$ cat config.mk
export PLATFORM = sky130hd
export DESIGN_NAME = stream_fifo
export DESIGN_NICKNAME = d
export VERILOG_FILES = /design/src/rtl/stream_fifo_pkg.sv /design/src/rtl/stream_fifo_mem.sv /design/src/rtl/stream_fifo.sv
export SDC_FILE = /design/constraint.sdc
export NUM_CORES = 1
export LEC_CHECK = 0
export ABC_AREA = 1
export CAP_MARGIN = 0
export CORE_UTILIZATION = 54
export DETAILED_ROUTE_END_ITERATION = 8
export PLACE_DENSITY = 0.76
export SETUP_SLACK_MARGIN = 0.2
export SLEW_MARGIN = 0
export SYNTH_ARGS = -nofsm -noshare
export SYNTH_HDL_FRONTEND = slang
export SYNTH_HIERARCHICAL = 1
export SYNTH_SLANG_ARGS = --single-unit
$ cat constraint.sdc
create_clock -name clk -period 4.4 [get_ports clk]
set_input_delay 0.66 -clock clk [delete_from_list [all_inputs] [get_ports clk]]
set_output_delay 0.66 -clock clk [all_outputs]
set_load 0.05 [all_outputs]
$ cat src/rtl/stream_fifo_pkg.sv
// Shared helpers for the stream FIFO: circular pointer arithmetic.
package stream_fifo_pkg;

    // Advance a circular pointer, wrapping from depth-1 back to 0.
    function automatic logic [31:0] wrap_inc(logic [31:0] ptr, int unsigned depth);
        return (ptr == depth - 1) ? 32'd0 : ptr + 32'd1;
    endfunction

endpackage

$ cat src/rtl/stream_fifo_mem.sv
// Depth x WordWidth register array: one synchronous write port, one asynchronous read port.
module stream_fifo_mem #(
    parameter int unsigned Depth     = 8,
    parameter int unsigned WordWidth = 64,
    localparam int unsigned AddrW    = $clog2(Depth)
) (
    input  logic                 clk_i,
    input  logic                 we_i,
    input  logic [AddrW-1:0]     waddr_i,
    input  logic [WordWidth-1:0] wdata_i,
    input  logic [AddrW-1:0]     raddr_i,
    output logic [WordWidth-1:0] rdata_o
);

    logic [WordWidth-1:0] mem_q [Depth];

    // Storage is deliberately not reset.
    always_ff @(posedge clk_i) begin
        if (we_i) begin
            mem_q[waddr_i] <= wdata_i;
        end
    end

    assign rdata_o = mem_q[raddr_i];

endmodule

$ cat src/rtl/stream_fifo.sv
// First-word-fall-through valid/ready stream FIFO with synchronous flush.
module stream_fifo
    import stream_fifo_pkg::*;
#(
    parameter int unsigned Depth     = 8,
    parameter int unsigned WordWidth = 64
) (
    input  logic                 clk,
    input  logic                 rstn,
    input  logic                 enq_vld_i,
    input  logic [WordWidth-1:0] enq_payload_i,
    output logic                 enq_rdy_o,
    output logic                 deq_vld_o,
    output logic [WordWidth-1:0] deq_payload_o,
    input  logic                 deq_rdy_i,
    input  logic                 flush_i
);

    localparam int unsigned PtrW = $clog2(Depth);
    localparam int unsigned CntW = $clog2(Depth + 1);

    logic [PtrW-1:0] wr_ptr_q, wr_ptr_d;
    logic [PtrW-1:0] rd_ptr_q, rd_ptr_d;
    logic [CntW-1:0] count_q, count_d;
    logic            enq_fire;
    logic            deq_fire;

    // Ready depends on state only, so a full FIFO never accepts on the cycle it is read.
    assign enq_rdy_o = (count_q != CntW'(Depth));
    assign deq_vld_o = (count_q != '0);
    assign enq_fire  = enq_vld_i & enq_rdy_o;
    assign deq_fire  = deq_vld_o & deq_rdy_i;

    always_comb begin
        wr_ptr_d = wr_ptr_q;
        rd_ptr_d = rd_ptr_q;
        count_d  = count_q;
        if (flush_i) begin
            wr_ptr_d = '0;
            rd_ptr_d = '0;
            count_d  = '0;
        end else begin
            if (enq_fire) begin
                wr_ptr_d = PtrW'(wrap_inc(32'(wr_ptr_q), Depth));
            end
            if (deq_fire) begin
                rd_ptr_d = PtrW'(wrap_inc(32'(rd_ptr_q), Depth));
            end
            unique case ({enq_fire, deq_fire})
                2'b10:   count_d = count_q + CntW'(1);
                2'b01:   count_d = count_q - CntW'(1);
                default: count_d = count_q;
            endcase
        end
    end

    always_ff @(posedge clk) begin
        if (!rstn) begin
            wr_ptr_q <= '0;
            rd_ptr_q <= '0;
            count_q  <= '0;
        end else begin
            wr_ptr_q <= wr_ptr_d;
            rd_ptr_q <= rd_ptr_d;
            count_q  <= count_d;
        end
    end

    stream_fifo_mem #(
        .Depth     (Depth),
        .WordWidth (WordWidth)
    ) u_mem (
        .clk_i   (clk),
        .we_i    (enq_fire & ~flush_i & rstn),
        .waddr_i (wr_ptr_q),
        .wdata_i (enq_payload_i),
        .raddr_i (rd_ptr_q),
        .rdata_o (deq_payload_o)
    );

endmodule

# [Word level (Yosys, flattened, before mapping)]
# Memories as Yosys holds them, arrays and structs flattened. A register that Yosys moved wholly into a read port is not among the register bits.
# Index checks and enable logic that the tools add are counted.
[totals] regBits=10 mem_count=1 out_inout_bits=66 inputBits=69 elab_cells=29 mem_bits_rw=512
[classes] add_sub_neg=4 reduce_logical=3 mux=7 bitwise=6 n_eq_ne=5
[memory_table] name="u_mem.mem_q" depth=8 width=64 rd=1 rd_ports_with_merged_regs=1 write_ports=1 line_no="stream_fifo_mem.sv:15" source="logic [WordWidth-1:0] mem_q [Depth];"
[op_table] cell="$mux 3" n=4
[op_table] cell="$pmux 4 s2" n=1
[op_table] cell="$add 3x1->3 const B" n=2
[op_table] cell="$eq 3x3->1 const B" n=2
[op_table] cell="$add 4x1->4 const B" n=1
[op_table] cell="$and 1x1->1" n=4
[op_table] cell="$ne 4x4->1 const B" n=1
[op_table] cell="$reduce_bool 4->1" n=1
[op_table] cell="$sub 4x1->4 const B" n=1
[op_table] cell="$eq 2x1->1 const B" n=1
[op_table] cell="$eq 2x2->1 const B" n=1
[op_table] cell="$mux 1" n=2
[op_table] cell="$not 1->1" n=2
[op_table] cell="$reduce_bool 2->1" n=1
[op_table] cell="$reduce_or 2->1" n=1

# [Logic depth before layout (Yosys ltp)]
[logic_depth] word_depth=6 mapped_depth=13 ltp_nobuf=13

# [By module]
# The synthesis kept the hierarchy.
[by_module_without_submodules] mod="stream_fifo_mem" cells_per_inst=2230 seq_area_each_um2=15374.7 instances=1 area_per_inst_um2=22376.5
[by_module_without_submodules] mod="stream_fifo" cells_per_inst=80 seq_area_each_um2=200.2 instances=1 area_per_inst_um2=619.3

# [Worst setup path after synthesis]
# Ideal clock, no wire load.
[synth_timing] path_type="input -> register" start="input rstn" end="memory u_mem.mem_q[1][0] (enable)" arrival_time_ps=3856 required_ps=3913 setup_time_ps=487 slack_ps=57 path_buffers=0 cell_stages=6 cell_sequence="inv_1 > nor2_4 > inv_1 > nor2_4 > nand2_1 > nor2_1"
[synth_via] elab_chain_cells=3
[synth_lines] element="from (decl)" line_no="stream_fifo.sv:9" source="input logic rstn,"
[synth_lines] element="$and 1x1->1" line_no="stream_fifo.sv:74" source=".we_i (enq_fire & ~flush_i & rstn),"
[synth_lines] element="$mux 1" line_no="stream_fifo_mem.sv:19" source="if (we_i) begin"
[synth_lines] element="$mux 1 (implied by the code)" line_no="stream_fifo_mem.sv:20" source="mem_q[waddr_i] <= wdata_i;"
[synth_lines] element="to (decl)" line_no="stream_fifo_mem.sv:15"
# Every way passes these cells.

==> out/metrics.yaml <==
pwr:
  finalPower_mw: 11.0
  power_leakage_nw: 11.8
  power_density_mw_per_mm2: 416
  peakVddDrop_v: 0.000308
worst_setup_path:
  cpLargestDelayFamily: "buffers and inverters"
  critPathMostFrequentCell: "nand2_1"
  startpoint_type: "register"
  crit_chain: "buf_12 > nand2_1 > nand3_1 > nand2_1 > nand2_1 > nand2_1 > clkdlybuf4s50_1"
  cp_max_fo: 259
  crit_buf_inv: 2
  cp-end-kind: "output port"
  r2r-start: "count_q[0]"
  arrival_ps: 3180
  cp.required_ps: 3740
  slowest_delay_ps: 730
  critPathSlowestCell: "clkdlybuf4s50_1"
  reg2regPathDepth: 7
  reg2reg_slack_ps: 2090
  timing_worst_setup_path_type: "reg2out"
  rr_endpoint: "u_mem/mem_q[0][27]"
sta:
  fin_crit_sh_pct: 87.3
  min_period_ps: 3840
  setup_tns_ps: 0
  slew_headroom_pct: 15.2
  worst_slew_pin_slew_ps: 1270
  finalHoldViolCount: 0
  fmax_mhz: 260
  skew_ps: 10.4
  drv_slew: 0
  rsz0062_at_grt: "no"
  setup_violations: 0
layout:
  final_nets: 2500
  regArea_mm2: 0.0156
  fin_util_pct: 62.9
  drive_above_1_share_pct: 4.67
  nFillCells: 3158
  multiInputGateArea_mm2: 0.00488
  fin_cells: 3000
  synthToLayoutAreaGrowth_pct: 14.7
clock_network:
  cts_num_sinks: 522
  clock_latency_ps: 580
  postCtsHoldBufs: 0
  post_cts_resized: 0
  clk_pin_slew_worst_paths_ps: 60
  post-cts-setup-buffers: 0
  cts_tree: "done"
  cts_htree_levels: 2
  clockBufferDepth: 3
  cts_buffers: 51
  root_buffer: "clkbuf_16"
logic_synthesis:
  async_flop_share_pct: 0
  synth_area_mm2: 0.0230
  synth_edf_count: 512
  syn-instance-count: 2310
  synth.avg_cell_area_um2: 9.95
  yosys_warnings: 6
  ys_seq_area_share_pct: 67.7
  synth_flop_cell: "edfxtp_1"
  syn_nets: 2387
  ys_seq_elements: 522
  synth_cell_type_count: 24
global_route:
  grt_pass1_wl_um: 79200
  grt-ovfl-total: 0
  grt_antenna_before_repair: 3
  grt_pass1_vias: 15300
  grt_use_total_pct: 23.5
  grt_start_max_net_pins: 260
floorplanning:
  die_area_mm2: 0.0434
  chipWidth_um: 208
  io_pins: 135
  rows: 75
  dieHeight_um: 208
  core_mm2: 0.0419
  start_util_pct: 54.8
route:
  initialDrtViolationCount: 1291
  viasPerCell: 5.11
  drtAntennaViolNets: 0
  first_pass_iters: 6
  vias: 15300
  wire_per_inst_um: 16.7
  drt_wl_total_um: 50100
  drc: 0
placed_design:
  globalplace.congestion: 0.749
  io_buffers: 134
  dp_hpwl_um: 25800
  dp_cells: 2909
status:
  status: "complete, no violations"
hold_path:
  min_from: "wr_ptr_q[1]"
  hold_depth: 2
  hold_class: "reg2reg"
  hold_end: "wr_ptr_q[1]"
job:
  cap_violations: 0
-- registers in the layout, summed over array words and instances, names as in the netlist --
register,flops
count_q,4
u_mem/mem_q,512
wr_ptr_q,3
rd_ptr_q,3
-- synthesized netlist by cell type (6+ instances only) --
cell type    n  area [um2]
inv_1      528        1980
nand2_1    848        3180
ha_1         7        87.6
dfxtp_1     10         200
buf_2       54         270
nor2_1      22        82.6
edfxtp_1   512       15400
o21ai_0      6        30.0
nand3_1    259        1300
buf_4       18         135
buf_6       13         146
clkbuf_1     9        33.8
-- logic make-up (layout without fill, tap and decap cells) --
logic type      count (synthesis)  in the layout  synth area share [%]
simple gates                 1137           1137                  20.2
buf+inv                       630            780                  11.3
flops                         522            522                  67.7
compound gates                 12             12                 0.261
fa+ha+maj                       8              8                 0.468
xor+xnor                        1              1                0.0381
other cells                     0              1                     0
-- metrics by stage --
step	hold slack, ps	area [um2]	worst slack [ps]
CTS	527	26400	536
global placement	510	24800	1180
global route	571	26400	392
finish	528	26400	558
floorplan	487	23000	56.8
detailed placement	518	24800	1180
-- layout make-up --
class,instances,share of cell area (%)
Clock inverter,22,0.664
Multi-Input combinational cell,1158,18.5
Tap cell,539,2.56
Timing Repair Buffer,158,6.29
Inverter,532,7.60
Clock buffer,68,5.24
Antenna cell,1,0.00949
Sequential cell,522,59.1
-- worst max-delay path by stage --
stage | start | endpoint | cells past startpoint
2_1_floorplan | rstn | u_mem/mem_q[1][0] | 6
3_3_place_gp | rd_ptr_q[1] | deq_payload_o[47] | 7
3_5_place_dp | rd_ptr_q[1] | deq_payload_o[47] | 7
4_1_cts | rd_ptr_q[0] | deq_payload_o[47] | 7
5_1_grt | rd_ptr_q[0] | deq_payload_o[16] | 7
6_report | rd_ptr_q[0] | deq_payload_o[3] | 7
-- worst min-delay path, cell delays in order (launching register included) --
cell and delay [ps]:
dfxtp_1 350, nand3_1 90, nand2_1 50
-- placed cells by master, fill, tap and decap left out, types with 2 or more instances in the layout --
master and instances:
nand2_1 848, ha_1 7, dfxtp_4 2, o21ai_0 6, buf_12 11, buf_4 13
bufinv_16 3, clkinv_2 11, clkdlybuf4s50_1 134, inv_2 3, o21ai_1 2, edfxtp_1 512
nor2_4 11, dfxtp_1 7, inv_1 527, nand3_1 259, clkinv_1 8, clkbuf_1 15
clkbuf_16 53, a21oi_1 4, nor2_1 14
-- metal layers --
| layer | routed length [um] | part of all wire, % | vias to the layer above | global-route usage, % |
|---|---|---|---|---|
| met4 | 1390 | 2.8 | 4 | 9.60 |
| met3 | 3730 | 7.4 | 111 | 3.98 |
| met1 | 19800 | 40 | 7247 | 30.2 |
| li1 | - | - | 7390 | - |
| met5 | 31 | 0.062 | - | 0 |
| met2 | 25100 | 50 | 576 | 39.7 |
-- power breakdown --
group	switching, mW	total, mW	internal, mW
clock network	1.73	4.09	2.37
logic	0.944	1.35	0.410
registers	0.0207	5.52	5.50
total	2.69	11.0	8.27
(Power assumes the default switching activity.)
